==> src/rtl/seq_array_mult.sv <==
// Iterative shift-add multiplier: WIDTH x WIDTH -> 2*WIDTH, one partial product per clock.
// Optional two's-complement support is enabled by defining SEQ_MULT_SIGNED_EN.
module seq_array_mult #(
  parameter int WIDTH = 8
) (
  input  logic               clk,
  input  logic               rst,
  input  logic               in_valid,
  output logic               in_ready,
  input  logic [WIDTH-1:0]   a,
  input  logic [WIDTH-1:0]   b,
  input  logic               sgn,
  output logic               out_valid,
  input  logic               out_ready,
  output logic [2*WIDTH-1:0] product,
  output logic               busy
);

  localparam int PW = 2 * WIDTH;
  localparam int CW = $clog2(WIDTH);
  localparam logic [CW-1:0] LAST_C = CW'(WIDTH - 1);

  typedef enum logic [1:0] {
    S_IDLE = 2'd0,
    S_BUSY = 2'd1,
    S_DONE = 2'd2
  } state_t;

  state_t          state_q, state_d;
  logic [PW-1:0]   mcand_q, mcand_d;
  logic [WIDTH-1:0] mplier_q, mplier_d;
  logic [PW-1:0]   acc_q, acc_d;
  logic [CW-1:0]   cnt_q, cnt_d;
  logic [PW-1:0]   product_q, product_d;
  logic [WIDTH-1:0] opa_s, opb_s;
  logic [PW-1:0]   addend_s, sum_s, final_s;

`ifdef SEQ_MULT_SIGNED_EN
  logic            neg_q, neg_d;
  logic            neg_s;

  // Signed operands are latched as magnitudes; the result sign is applied on entry to DONE.
  always_comb begin
    opa_s = a;
    opb_s = b;
    neg_s = 1'b0;
    if (sgn) begin
      if (a[WIDTH-1]) opa_s = ~a + WIDTH'(1);
      else            opa_s = a;
      if (b[WIDTH-1]) opb_s = ~b + WIDTH'(1);
      else            opb_s = b;
      neg_s = a[WIDTH-1] ^ b[WIDTH-1];
    end else begin
      neg_s = 1'b0;
    end
  end

  assign final_s = neg_q ? (~sum_s + PW'(1)) : sum_s;
`else
  logic            unused_s;

  assign unused_s = sgn;
  assign opa_s    = a;
  assign opb_s    = b;
  assign final_s  = sum_s;
`endif

  // The multiplicand register is pre-shifted each step, so it always equals a << step.
  assign addend_s = mplier_q[0] ? mcand_q : {PW{1'b0}};
  assign sum_s    = acc_q + addend_s;

  // Next-state and datapath update.
  always_comb begin
    state_d   = state_q;
    mcand_d   = mcand_q;
    mplier_d  = mplier_q;
    acc_d     = acc_q;
    cnt_d     = cnt_q;
    product_d = product_q;
`ifdef SEQ_MULT_SIGNED_EN
    neg_d     = neg_q;
`endif
    case (state_q)
      S_IDLE: begin
        if (in_valid) begin
          state_d  = S_BUSY;
          mcand_d  = {{WIDTH{1'b0}}, opa_s};
          mplier_d = opb_s;
          acc_d    = {PW{1'b0}};
          cnt_d    = {CW{1'b0}};
`ifdef SEQ_MULT_SIGNED_EN
          neg_d    = neg_s;
`endif
        end else begin
          state_d = S_IDLE;
        end
      end
      S_BUSY: begin
        acc_d    = sum_s;
        mcand_d  = mcand_q << 1;
        mplier_d = mplier_q >> 1;
        cnt_d    = cnt_q + CW'(1);
        if (cnt_q == LAST_C) begin
          state_d   = S_DONE;
          product_d = final_s;
        end else begin
          state_d = S_BUSY;
        end
      end
      S_DONE: begin
        if (out_ready) state_d = S_IDLE;
        else           state_d = S_DONE;
      end
      default: begin
        state_d = S_IDLE;
      end
    endcase
  end

  // State and datapath registers with synchronous reset.
  always_ff @(posedge clk) begin
    if (rst) begin
      state_q   <= S_IDLE;
      mcand_q   <= {PW{1'b0}};
      mplier_q  <= {WIDTH{1'b0}};
      acc_q     <= {PW{1'b0}};
      cnt_q     <= {CW{1'b0}};
      product_q <= {PW{1'b0}};
`ifdef SEQ_MULT_SIGNED_EN
      neg_q     <= 1'b0;
`endif
    end else begin
      state_q   <= state_d;
      mcand_q   <= mcand_d;
      mplier_q  <= mplier_d;
      acc_q     <= acc_d;
      cnt_q     <= cnt_d;
      product_q <= product_d;
`ifdef SEQ_MULT_SIGNED_EN
      neg_q     <= neg_d;
`endif
    end
  end

  assign in_ready  = (state_q == S_IDLE);
  assign busy      = (state_q == S_BUSY);
  assign out_valid = (state_q == S_DONE);
  assign product   = product_q;

endmodule
==> config.mk <==
export PLATFORM = sky130hd
export DESIGN_NAME = seq_array_mult
export DESIGN_NICKNAME = d
export VERILOG_FILES = /design/src/rtl/seq_array_mult.sv
export SDC_FILE = /design/constraint.sdc
export NUM_CORES = 1
export LEC_CHECK = 0
export CORE_ASPECT_RATIO = 1.1
export CORE_MARGIN = 8
export CORE_UTILIZATION = 55
export CTS_CLUSTER_DIAMETER = 150
export CTS_CLUSTER_SIZE = 14
export DETAILED_ROUTE_END_ITERATION = 16
export PLACE_DENSITY = 0.79
export REMOVE_ABC_BUFFERS = 1
export SYNTH_ARGS = -nofsm -noshare
export SYNTH_HDL_FRONTEND = slang
export SYNTH_SLANG_ARGS = --single-unit
==> constraint.sdc <==
create_clock -name clk -period 2.7 [get_ports clk]
set_input_delay 0.54 -clock clk [delete_from_list [all_inputs] [get_ports clk]]
set_output_delay 0.54 -clock clk [all_outputs]
set_load 0.02 [all_outputs]
Yosys cells after proc, flatten, opt, wreduce, memory -nomap -nowiden
Cells that the tools add are included.
Operators by class
  add/sub/neg operators: 2
  eq/ne operators: 4
  muxes and demuxes: 13
  reductions and logical operators: 4
Operator list (count)
  16-bit case mux with 2 select lines: 2
  16-bit 2-to-1 mux: 3
  16-bit adder: 1
  8-bit case mux with 2 select lines: 1
  8-bit 2-to-1 mux: 1
  2-bit case mux with 3 select lines: 1
  3-bit case mux with 2 select lines: 1
  2-bit 2-to-1 mux: 2
  2-bit AND reduction: 2
  3-bit by 1-bit adder with 3-bit output, second input constant: 1
  3-bit equality test, second input constant: 1
  3-bit 2-to-1 mux: 1
  2-bit by 1-bit equality test with 1-bit output, second input constant: 1
  2-bit equality test, second input constant: 1
  2-bit logical NOT: 1
  2-bit inequality test, second input constant: 1
  2-bit nonzero test: 1
  1-bit 2-to-1 mux: 1
Storage, ports and cells
  register bits: 61
  input port bits: 21
  output and inout port bits: 19
  word-level logic and storage cells: 29

Longest topological paths before layout
  depth after elaboration: 3
  mapped depth: 11
  depth with buffers taken out: 10

Least setup slack after synthesis
OpenSTA, ideal clock, no wires.
  path kind: register to register
  start: reg mplier_q[0]
  end: reg product_q[12], in the netlist product[12]
  setup time: 0.116 ns
  arrival: 2.223 ns
  required time: 2.584 ns
  slack: 0.361 ns
  cell stages (with the launch flop): 11
  cells stage by stage: dfxtp_1 and2_1 ha_1 fa_1 a21oi_1 o21ai_1 a21oi_2 a31o_2 mux2i_1 a311oi_1 a31o_2
Between the ends
  cells in the longest elaborated chain, start to end: 2
RTL lines
  start: declaration: RTL line 31  | logic [WIDTH-1:0] mplier_q, mplier_d;
  start signal: assignment: RTL line 125  | mplier_q <= {WIDTH{1'b0}};
  start signal: assignment: RTL line 135  | mplier_q <= mplier_d;
  16-bit 2-to-1 mux: RTL line 69  | assign addend_s = mplier_q[0] ? mcand_q : {PW{1'b0}};
  16-bit adder: RTL line 70  | assign sum_s = acc_q + addend_s;
  end signal: assignment: RTL line 128  | product_q <= {PW{1'b0}};
  end signal: assignment: RTL line 138  | product_q <= product_d;
  end: declaration: RTL line 34  | logic [PW-1:0] product_q, product_d;
Every way passes these cells.
A chain may end at the register's enable or synchronous reset.

Final worst setup path
  start: reg mcand_q[0]
  end: reg product_q[12], in the netlist product[12]
Between the ends
  cells in the longest elaborated chain, start to end: 2
RTL lines
  start: declaration: RTL line 30  | logic [PW-1:0] mcand_q, mcand_d;
  start signal: assignment: RTL line 124  | mcand_q <= {PW{1'b0}};
  start signal: assignment: RTL line 134  | mcand_q <= mcand_d;
  16-bit 2-to-1 mux: RTL line 69
  16-bit adder: RTL line 70
Every way passes these cells.

==> run_summary.xml <==
<?xml version="1.0" encoding="UTF-8"?>
<metrics>
  <group name="run_status">
    <metric name="status" unit="">completed</metric>
  </group>
  <group name="die">
    <metric name="effective_utilization_at_floorplan" unit="">0.556</metric>
    <metric name="site_row_count" unit="">29</metric>
    <metric name="die_width" unit="um">88.1</metric>
    <metric name="pin_count" unit="">40</metric>
    <metric name="full_die_area" unit="um2">8400</metric>
    <metric name="design.core.area" unit="um2">5660</metric>
    <metric name="die_h" unit="um">95.3</metric>
  </group>
  <group name="synth">
    <metric name="top_post_synthesis_cells_by_count" unit="">61 x sky130_fd_sc_hd__dfxtp_1, 45 x sky130_fd_sc_hd__nor2_1, 32 x sky130_fd_sc_hd__nand2_1</metric>
    <metric name="async_set_or_reset_register_ratio_after_synthesis" unit="">0</metric>
    <metric name="synthCells" unit="">365</metric>
    <metric name="dominant_register_cell_in_the_synthesized_netlist" unit="">sky130_fd_sc_hd__dfxtp_1</metric>
    <metric name="most_common_cell_in_the_netlist" unit="">sky130_fd_sc_hd__dfxtp_1</metric>
    <metric name="yosys_warnings" unit="">0</metric>
    <metric name="yosys.area.top_type_share" unit="">0.388</metric>
    <metric name="synth_enable_flop_cells" unit="">0</metric>
    <metric name="seq_area_frac_synth" unit="">0.388</metric>
    <metric name="synthesis.area" unit="um2">3150</metric>
    <metric name="ys_top_cells_by_area" unit="">sky130_fd_sc_hd__dfxtp_1 39%, sky130_fd_sc_hd__ha_1 6.8%, sky130_fd_sc_hd__mux2i_1 5.4%</metric>
    <metric name="netlist.top_cell.by_area" unit="">sky130_fd_sc_hd__dfxtp_1</metric>
    <metric name="synth_seq_cells" unit="">61</metric>
    <metric name="mean_instance_size_in_the_synthesized_netlist" unit="um2">8.62</metric>
    <metric name="yosysUniqueCellTypes" unit="">47</metric>
  </group>
  <group name="sta">
    <metric name="final-hold-violation-count" unit="">0</metric>
    <metric name="hold_slack_final" unit="ps">454</metric>
    <metric name="period_minus_ws_final" unit="ps">2470</metric>
    <metric name="finalSetupViolations" unit="">0</metric>
    <metric name="final-max-slew-violation-count" unit="">0</metric>
    <metric name="tightestPinTransition" unit="ps">705</metric>
    <metric name="setup_ws" unit="ps">226</metric>
    <metric name="fin_skew" unit="ps">5.22</metric>
    <metric name="slew_headroom" unit="">0.528</metric>
    <metric name="final.period_utilization" unit="">0.916</metric>
    <metric name="maximum_frequency_from_static_timing_analysis" unit="GHz">0.404</metric>
    <metric name="rsz0062_at_grt" unit="">false</metric>
  </group>
  <group name="place">
    <metric name="place_hpwl" unit="um">4970</metric>
    <metric name="count_of_buffers_inserted_at_the_top_level_ports" unit="">38</metric>
    <metric name="gp_congestion" unit="">0.904</metric>
    <metric name="numPlacedInstances" unit="">465</metric>
    <metric name="dp_worst_setup_slack" unit="ps">258</metric>
  </group>
  <group name="finish">
    <metric name="final_non_filler_cell_total" unit="">481</metric>
    <metric name="drive_above_1_share" unit="">0.0866</metric>
    <metric name="filler_cell_count" unit="">500</metric>
    <metric name="nNetsFinal" unit="">438</metric>
    <metric name="area.growth.synth_to_final" unit="%">20.8</metric>
    <metric name="antenna_cells_inserted" unit="">0</metric>
  </group>
  <group name="power">
    <metric name="p_leak" unit="uW">0.00161</metric>
    <metric name="fin_total_pwr" unit="uW">1990</metric>
    <metric name="vdd.ir_drop.worst" unit="mV">0.339</metric>
    <metric name="power.density_cell_area" unit="nW/um2">523</metric>
  </group>
  <group name="routing">
    <metric name="avgRoutedWirePerCell" unit="um">14.6</metric>
    <metric name="detail_route.first_pass.iterations" unit="">5</metric>
    <metric name="drt-total-wl" unit="um">7000</metric>
    <metric name="first_iter_violations" unit="">83</metric>
    <metric name="viasPerCell" unit="">5.66</metric>
    <metric name="vias" unit="">2721</metric>
    <metric name="drc" unit="">0</metric>
    <metric name="postRouteAntennaNets" unit="">0</metric>
  </group>
  <group name="worst_setup_path">
    <metric name="critPathRequiredTime" unit="ps">2940</metric>
    <metric name="crit_arrival" unit="ps">2710</metric>
    <metric name="worstPathMaxFanout" unit="">3</metric>
    <metric name="cp_slowest_cell" unit="">sky130_fd_sc_hd__fa_1</metric>
    <metric name="crit_type" unit="">reg -&gt; reg</metric>
    <metric name="timing.reg2reg.worst_path_depth" unit="">10</metric>
    <metric name="cell_breakdown_of_the_critical_path" unit="">and2_1, ha_1, fa_1, a21oi_1, o21ai_1, a21oi_2, a31o_2, mux2i_1, a311oi_1, a31o_2</metric>
    <metric name="path_depth" unit="">10</metric>
    <metric name="critPathMaxStageDelay" unit="ps">410</metric>
    <metric name="crit_path_frequent_cell" unit="">sky130_fd_sc_hd__a31o_2</metric>
    <metric name="cp-end-kind" unit="">flop</metric>
    <metric name="critical_path.top_delay_family" unit="">compound AO/OA/AOI/OAI gates</metric>
    <metric name="start_kind" unit="">flop</metric>
    <metric name="critical_path_buf_inv_count" unit="">0</metric>
  </group>
  <group name="clock_tree">
    <metric name="number_of_buffers_added_for_setup_after_cts" unit="">0</metric>
    <metric name="tritoncts_clock_tree" unit="">yes</metric>
    <metric name="clk_latency" unit="ps">340</metric>
    <metric name="number_of_buffers_added_to_fix_hold_violations_after_cts" unit="">0</metric>
    <metric name="cts_buffer_depth" unit="">2</metric>
    <metric name="cts_inserted_buffers" unit="">9</metric>
    <metric name="clock-sinks" unit="">61</metric>
    <metric name="clkSlewWorstSetupHoldPaths" unit="ps">70</metric>
    <metric name="cts-root-buf" unit="">sky130_fd_sc_hd__clkbuf_8</metric>
    <metric name="clock_tree.htree_level_count" unit="">3</metric>
    <metric name="cts_resized" unit="">0</metric>
  </group>
  <group name="global_routing">
    <metric name="globalRoute.totalOverflow" unit="">0</metric>
    <metric name="largest_net_degree_at_the_start_of_global_routing" unit="">33</metric>
    <metric name="grt_antenna_before_repair" unit="">0</metric>
    <metric name="grt_pass1_wl" unit="um">12000</metric>
    <metric name="first_global_vias" unit="">2681</metric>
    <metric name="grt_usage" unit="">0.181</metric>
  </group>
  <group name="hold_path">
    <metric name="whs_path_depth" unit="">2</metric>
    <metric name="min_path_type" unit="">reg -&gt; reg</metric>
  </group>
  <group name="job">
    <metric name="max_cap_violations" unit="">0</metric>
  </group>
</metrics>
[layout by cell type (no fill, tap or decap), types with 4 or more instances in the layout]
| cell type | netlist | layout |
|---|---|---|
| sky130_fd_sc_hd__xor2_1 | 5 | 5 |
| sky130_fd_sc_hd__ha_1 | 17 | 17 |
| sky130_fd_sc_hd__mux2i_1 | 17 | 17 |
| sky130_fd_sc_hd__a21o_1 | 8 | 8 |
| sky130_fd_sc_hd__a211oi_1 | 16 | 16 |
| sky130_fd_sc_hd__nor3_1 | 4 | 4 |
| sky130_fd_sc_hd__dfxtp_1 | 61 | 61 |
| sky130_fd_sc_hd__nor2_1 | 45 | 44 |
| sky130_fd_sc_hd__nand3_1 | 6 | 6 |
| sky130_fd_sc_hd__o21ai_0 | 10 | 10 |
| sky130_fd_sc_hd__clkdlybuf4s50_1 | 0 | 37 |
| sky130_fd_sc_hd__a21oi_1 | 23 | 23 |
| sky130_fd_sc_hd__and2_1 | 19 | 19 |
| sky130_fd_sc_hd__clkbuf_8 | 0 | 9 |
| sky130_fd_sc_hd__nand2_1 | 32 | 32 |
| sky130_fd_sc_hd__buf_4 | 0 | 8 |
| sky130_fd_sc_hd__xnor2_1 | 6 | 6 |
| sky130_fd_sc_hd__inv_1 | 4 | 4 |
| sky130_fd_sc_hd__a31oi_1 | 4 | 4 |
| sky130_fd_sc_hd__a22oi_1 | 17 | 17 |
[sequential cells by signal, summed over array words and instances, names as in the netlist]
name	cells
product	16
cnt_q	3
mcand_q	16
state_q	2
mplier_q	8
acc_q	16
[final timing paths]
path / slack [ps] / endpoint / from
worst max-delay path: 230 / product[12] / mcand_q[0]
worst min-delay path: 450 / product[5] / product[5]
worst max register to register: 230 / product[12] / mcand_q[0]
worst min register to register: 450 / product[5] / product[5]
[worst reg2reg max path: cells and delay by family, from the launching register on]
kind            cells  cell delay [ps]
compound gates      6             1010
fa+ha+maj           2              620
flops               1              330
mux                 1              230
simple gates        1              170
[where the power goes]
group	total [uW]	leakage (uW)	switching, uW	internal [uW]
registers	943	0.000496	17.1	926
logic	177	0.00100	97.4	79.8
clock network	865	0.000107	350	515
[cell families after synthesis]
family,after synthesis,share of synthesized area
simple gates,128,0.193
compound gates,103,0.225
flops,61,0.388
buf+inv,27,0.0346
fa+ha+maj,18,0.0740
mux,17,0.0541
xor+xnor,11,0.0306
[layout make-up]
class,instances,area [um2],share of cell area
multi-input combinational,277,1830,0.480
clock buffer,11,131,0.0346
timing repair buffer,46,435,0.115
sequential,61,1220,0.321
inverter,4,15.0,0.00395
tap,77,96.3,0.0254
clock inverter,5,75.1,0.0198
[metrics by stage]
| step | utilization | cell area, um2 | setup TNS, ps |
|---|---|---|---|
| after floorplan | - | 3050 | -19330 |
| after global placement | 0.635 | 3590 | 0 |
| after detailed placement | 0.635 | 3590 | 0 |
| after CTS | 0.671 | 3800 | 0 |
| after global routing | 0.671 | 3800 | 0 |
| final | 0.671 | 3800 | 0 |
[routing by layer]
layer	vias up	global-route usage	share of wire
li1	1385	-	-
met4	0	0.0945	0.018
met3	8	0.0431	0.058
met2	61	0.307	0.48
met1	1267	0.207	0.44
met5	-	0	0
Note: power is estimated with default switching activity, not from simulation.
